### config.mk
export PLATFORM = sky130hd
export DESIGN_NAME = hack_ram_arbiter
export DESIGN_NICKNAME = d
export VERILOG_FILES = /design/src/rtl/hack_mem_pkg.sv /design/src/rtl/arb_starve_cnt.sv /design/src/rtl/hack_ram_arbiter.sv
export SDC_FILE = /design/constraint.sdc
export NUM_CORES = 1
export LEC_CHECK = 0
export ABC_AREA = 0
export CORE_MARGIN = 3
export CORE_UTILIZATION = 23
export DETAILED_ROUTE_END_ITERATION = 10
export PLACE_DENSITY = 0.78
export SYNTH_ARGS = -nofsm -noshare
export SYNTH_HDL_FRONTEND = slang
export SYNTH_SLANG_ARGS = --single-unit
### constraint.sdc
create_clock -name Clk -period 2.4 [get_ports Clk]
set_input_delay 0.72 -clock Clk [delete_from_list [all_inputs] [get_ports Clk]]
set_output_delay 0.72 -clock Clk [all_outputs]
set_load 0.01 [all_outputs]
### src/rtl/hack_mem_pkg.sv
// Shared types and default widths for the Hack data-RAM arbiter.
//   arb_state_t : arbiter mode (normal arbitration, halt pending, halted)
//   owner_t     : which port owns the read data returning next cycle
package hack_mem_pkg;

  localparam int unsigned HACK_ADDR_W = 15;
  localparam int unsigned HACK_DATA_W = 16;

  typedef enum logic [1:0] {
    RUN,
    HALT_PEND,
    HALTED
  } arb_state_t;

  typedef enum logic [1:0] {
    OWN_NONE,
    OWN_CPU,
    OWN_DBG
  } owner_t;

endpackage

### src/rtl/arb_starve_cnt.sv
// Saturating starvation counter for the debug port.
//   Clk    : clock, rising edge
//   Reset  : asynchronous, active-low reset
//   inc    : count one denied cycle (ignored once saturated)
//   clr    : clear to zero (takes priority over inc)
//   at_lim : counter has reached LIM
module arb_starve_cnt #(
  parameter int unsigned LIM = 3
) (
  input  logic Clk,
  input  logic Reset,
  input  logic inc,
  input  logic clr,
  output logic at_lim
);

  localparam int unsigned CW = $clog2(LIM + 1);

  logic [CW-1:0] cnt;

  assign at_lim = (cnt == CW'(LIM));

  always_ff @(posedge Clk or negedge Reset) begin
    if (!Reset) begin
      cnt <= '0;
    end else if (clr) begin
      cnt <= '0;
    end else if (inc && !at_lim) begin
      cnt <= cnt + 1'b1;
    end
  end

endmodule

### src/rtl/hack_ram_arbiter.sv
// Arbitrates the single-port Hack data RAM between the CPU data port and a
// debug/DMA port. CPU has priority; a starvation counter lets debug win one
// slot after STARVE_LIM consecutive denials; a halt handshake freezes the CPU
// and hands the RAM exclusively to debug.
//   Clk, Reset                       : clock / async active-low reset
//   cpu_req/we/addr/wdata            : CPU request
//   cpu_stall                        : CPU must hold request and PC
//   cpu_rvalid/rdata                 : CPU read return (1 cycle after grant)
//   dbg_req/we/addr/wdata            : debug request
//   dbg_gnt                          : debug request accepted this cycle
//   dbg_rvalid/rdata                 : debug read return
//   dbg_halt / dbg_halt_ack          : exclusive-ownership handshake
//   ram_addr/we/wdata, ram_rdata     : RAM port (1-cycle synchronous read)
module hack_ram_arbiter
  import hack_mem_pkg::*;
#(
  parameter int unsigned ADDR_W     = HACK_ADDR_W,
  parameter int unsigned DATA_W     = HACK_DATA_W,
  parameter int unsigned STARVE_LIM = 3
) (
  input  logic              Clk,
  input  logic              Reset,
  input  logic              cpu_req,
  input  logic              cpu_we,
  input  logic [ADDR_W-1:0] cpu_addr,
  input  logic [DATA_W-1:0] cpu_wdata,
  output logic              cpu_stall,
  output logic              cpu_rvalid,
  output logic [DATA_W-1:0] cpu_rdata,
  input  logic              dbg_req,
  input  logic              dbg_we,
  input  logic [ADDR_W-1:0] dbg_addr,
  input  logic [DATA_W-1:0] dbg_wdata,
  output logic              dbg_gnt,
  output logic              dbg_rvalid,
  output logic [DATA_W-1:0] dbg_rdata,
  input  logic              dbg_halt,
  output logic              dbg_halt_ack,
  output logic [ADDR_W-1:0] ram_addr,
  output logic              ram_we,
  output logic [DATA_W-1:0] ram_wdata,
  input  logic [DATA_W-1:0] ram_rdata
);

  arb_state_t state, state_nx;
  owner_t     owner;
  logic       ack_q;
  logic       at_lim;
  logic       cpu_win, dbg_win;

  // State register; ack is registered from the next state so it rises on
  // entry to HALTED and falls on the same edge that leaves it.
  always_ff @(posedge Clk or negedge Reset) begin
    if (!Reset) begin
      state <= RUN;
      ack_q <= 1'b0;
    end else begin
      state <= state_nx;
      ack_q <= (state_nx == HALTED);
    end
  end

  always_comb begin
    state_nx = state;
    unique case (state)
      RUN:       if (dbg_halt) state_nx = HALT_PEND;
      HALT_PEND: state_nx = dbg_halt ? HALTED : RUN;
      HALTED:    if (!dbg_halt) state_nx = RUN;
      default:   state_nx = RUN;
    endcase
  end

  // Grants are gated by the reset level so nothing reaches the RAM while
  // reset is held, even though the state flops are already cleared.
  always_comb begin
    cpu_win = 1'b0;
    dbg_win = 1'b0;
    if (Reset) begin
      if (state == RUN) begin
        if (dbg_req && (at_lim || !cpu_req)) dbg_win = 1'b1;
        else if (cpu_req)                     cpu_win = 1'b1;
      end else begin
        dbg_win = dbg_req;
      end
    end
    cpu_stall    = !Reset || (state != RUN) || (cpu_req && !cpu_win);
    dbg_gnt      = dbg_win;
    dbg_halt_ack = ack_q;
    ram_addr     = dbg_win ? dbg_addr  : cpu_addr;
    ram_wdata    = dbg_win ? dbg_wdata : cpu_wdata;
    ram_we       = (cpu_win && cpu_we) || (dbg_win && dbg_we);
  end

  // Read owner tag: steers the single returning read word to its requester.
  always_ff @(posedge Clk or negedge Reset) begin
    if (!Reset) begin
      owner <= OWN_NONE;
    end else if (cpu_win && !cpu_we) begin
      owner <= OWN_CPU;
    end else if (dbg_win && !dbg_we) begin
      owner <= OWN_DBG;
    end else begin
      owner <= OWN_NONE;
    end
  end

  assign cpu_rvalid = (owner == OWN_CPU);
  assign dbg_rvalid = (owner == OWN_DBG);
  assign cpu_rdata  = ram_rdata;
  assign dbg_rdata  = ram_rdata;

  arb_starve_cnt #(
    .LIM (STARVE_LIM)
  ) u_starve (
    .Clk    (Clk),
    .Reset  (Reset),
    .inc    (dbg_req && !dbg_win),
    .clr    (!dbg_req || dbg_win || (state == HALTED)),
    .at_lim (at_lim)
  );

endmodule

==> results.ini <==
[drt]
ant_nets=0
wl_per_cell_um=15.4
vias_per_cell=4.12
dr_total_vias=988
finalWirelength_mm=3.71
drcViolationCount=0
first_pass_iters=2
drt_iter0_drc=4

[timing]
maxSlewHeadroom_pct=80.5
finalHoldViolCount=0
worst_pin_slew_ns=0.289
fin_ws_ns=-0.0980
rsz0062_at_grt=yes
slew_violations=0
layout_worst_path_cycle_share_pct=104
finalSetupViolations=31
fin_crit_ns=2.50
skew_ns=0.00215
fmax_mhz=400

[clock_network]
clock_sinks=7
cts_tree=built
clk_pin_slew_ns=0.04
cts_made_buffers=3
cts.hold.buffers_added=0
cts_root_buf=clkbuf_8
cts_max_path_buffers=2
htreeDepth=1
clk_latency_ns=0.22

[setup_path]
slowest_stage=mux2_4
worstPathArrival_ns=1.78
crit_path_frequent_cell=buf_6
cp_cell_sequence=buf_8 > nand2_4 > a31oi_4 > buf_6 > buf_16 > mux2_4 > buf_6
required_ns=1.68
start_kind=primary input
rr_startpoint=u_starve.cnt[1]
cp_max_fo=7
critical_path.max_stage_delay_ns=0.31
end_kind=output pin
crit_start=dbg_req
critPathKind=in2out

[power]
power_mw=0.836
max-vdd-ir-drop_uv=535
power_density_nw_per_um2=371
leakagePower_nw=1.02

[layout]
area_growth_syn_to_layout_pct=108
fin_area_um2=2250
diodes=0
fillers=390
layout-drive-gt1-share_pct=48.4
nets=275

[logic_synthesis]
postSynth.asyncResetShare_pct=100
synth_top_area_share_pct=34.7
synth_edf_count=0
syn_nets=183
syn_inst=97
synthFlopType=dfrtp_1
ys_types=21
synth_area_um2=1080
netlist_top_cells_count=32 x buf_4, 25 x mux2_4, 7 x dfrtp_1
synth.avg_cell_area_um2=11.2
synth-seq-cells=7
synth_area_leader_cell=mux2_4
synth-seq-area-share_pct=16.2
yosys.cell_count.top_type=buf_4
yosys_warnings=0
yosys-top-cells-area=mux2_4 35%, buf_4 22%, dfrtp_1 16%

[global_routing]
grt_antenna_before_repair=0
grt_pass1_wl_mm=5.18
gr-usage-all-layers_pct=12.4
grt_max_degree=10
grt-ovfl-total=0
grt_pass1_vias=1027

[floorplan]
die_area_um2=5560
core_area_um2=4440
pin_count=154
initial_core_util_pct=24.4
die_w_um=74.6
rows=24
die_y_um=74.6

[status]
status=complete, but fails checks
violations=negative setup slack

[run]
cap_violations=0

[placement]
dp.final_hpwl_mm=2.88
io_buffers=105
dpl-instance-area_um2=1970
routabilityCongestion=0.684

[hold_path]
min_path_type=in2async

stage by stage:
| step | util [%] | setup slack, ns | hold WS, ns | std cells | TNS [ns] |
|---|---|---|---|---|---|
| 4_1_cts | 50.9 | -0.0990 | 0.391 | 240 | -2.20 |
| 2_1_floorplan | - | 0.0371 | 0.424 | 97 | 0 |
| 3_3_place_gp | 44.3 | -0.914 | 0.583 | 226 | -28.81 |
| 6_report | 50.7 | -0.0980 | 0.395 | 240 | -1.92 |
| 5_1_grt | 50.7 | -0.148 | 0.395 | 240 | -3.55 |
| 3_5_place_dp | 44.3 | -0.929 | 0.583 | 226 | -29.20 |
repair_timing:
item,4_1_cts,5_1_grt
pin swaps,4,0
cloned,4,0
resized for setup,200,1
endpoints found under the setup margin,34,32
setup buffers,7,2
placed cells by master (no fill, tap or decap), types with 2 or more instances in the layout:
master and n:
buf_8 3, and2_1 3, mux2_4 31, nor2b_1 4
buf_6 34, dfrtp_1 7, clkdlybuf4s50_1 68, nand3_1 2
buf_12 2, clkbuf_8 3, xor2_1 2, nor3_1 2
buf_16 3, buf_4 9
kinds of logic (layout without fill, tap and decap cells):
logic type | after synthesis | after routing | synth area share [%]
AND/OR/NAND/NOR | 15 | 15 | 7.98
AO/OA/AOI/OAI | 3 | 3 | 3.24
multiplexers | 32 | 32 | 41.8
adder cells (fa/ha/maj) | 1 | 1 | 1.16
buffers and inverters | 37 | 128 | 28.0
XOR/XNOR | 2 | 2 | 1.62
flip-flops | 7 | 7 | 16.2
report_power, final:
part | switching [mW] | internal (mW) | total, mW
logic | 0.166 | 0.362 | 0.528
registers | 0.0102 | 0.137 | 0.147
clock network | 0.0465 | 0.115 | 0.161
sequential cells by signal, indices dropped and copies added, names as in the netlist:
| register | flops |
|---|---|
| state | 2 |
| owner | 2 |
| dbg_halt_ack | 1 |
| u_starve.cnt | 2 |
worst max-delay path, delay by kind of cell:
| kind | cells | cell delay [ns] |
|---|---|---|
| mux | 1 | 0.31 |
| simple gates | 1 | 0.04 |
| compound gates | 1 | 0.18 |
| buf+inv | 4 | 0.51 |
routing by layer:
metal	wire, um	up-vias	global-route usage, %
li1	-	481	-
met4	10	0	1.58
met3	377	5	4.86
met5	0	-	0
met1	1260	440	12.6
met2	2060	62	24.3
cell type report:
type	instances	area [um^2]	area share (%)
clock buffer	4	45.0	2.00
inverter	2	7.51	0.333
multi-input combinational	53	637	28.2
sequential	7	175	7.77
tap	52	65.1	2.89
timing repair buffer	122	1330	58.8
final timing paths:
| kind | to | slack (ns) | cells past startpoint |
|---|---|---|---|
| setup / recovery | ram_wdata[5] | -0.1 | 7 |
| hold / removal | u_starve.cnt[1] | 0.39 | 2 |
| setup reg to reg | u_starve.cnt[1] | 0.93 | 8 |
| hold reg to reg | u_starve.cnt[1] | 0.59 | 2 |
| max in group asynchronous | state[1] | 1.88 | 2 |
| min in group Clk | u_starve.cnt[1] | 0.59 | 2 |
Power figures use the tool's default switching activity.
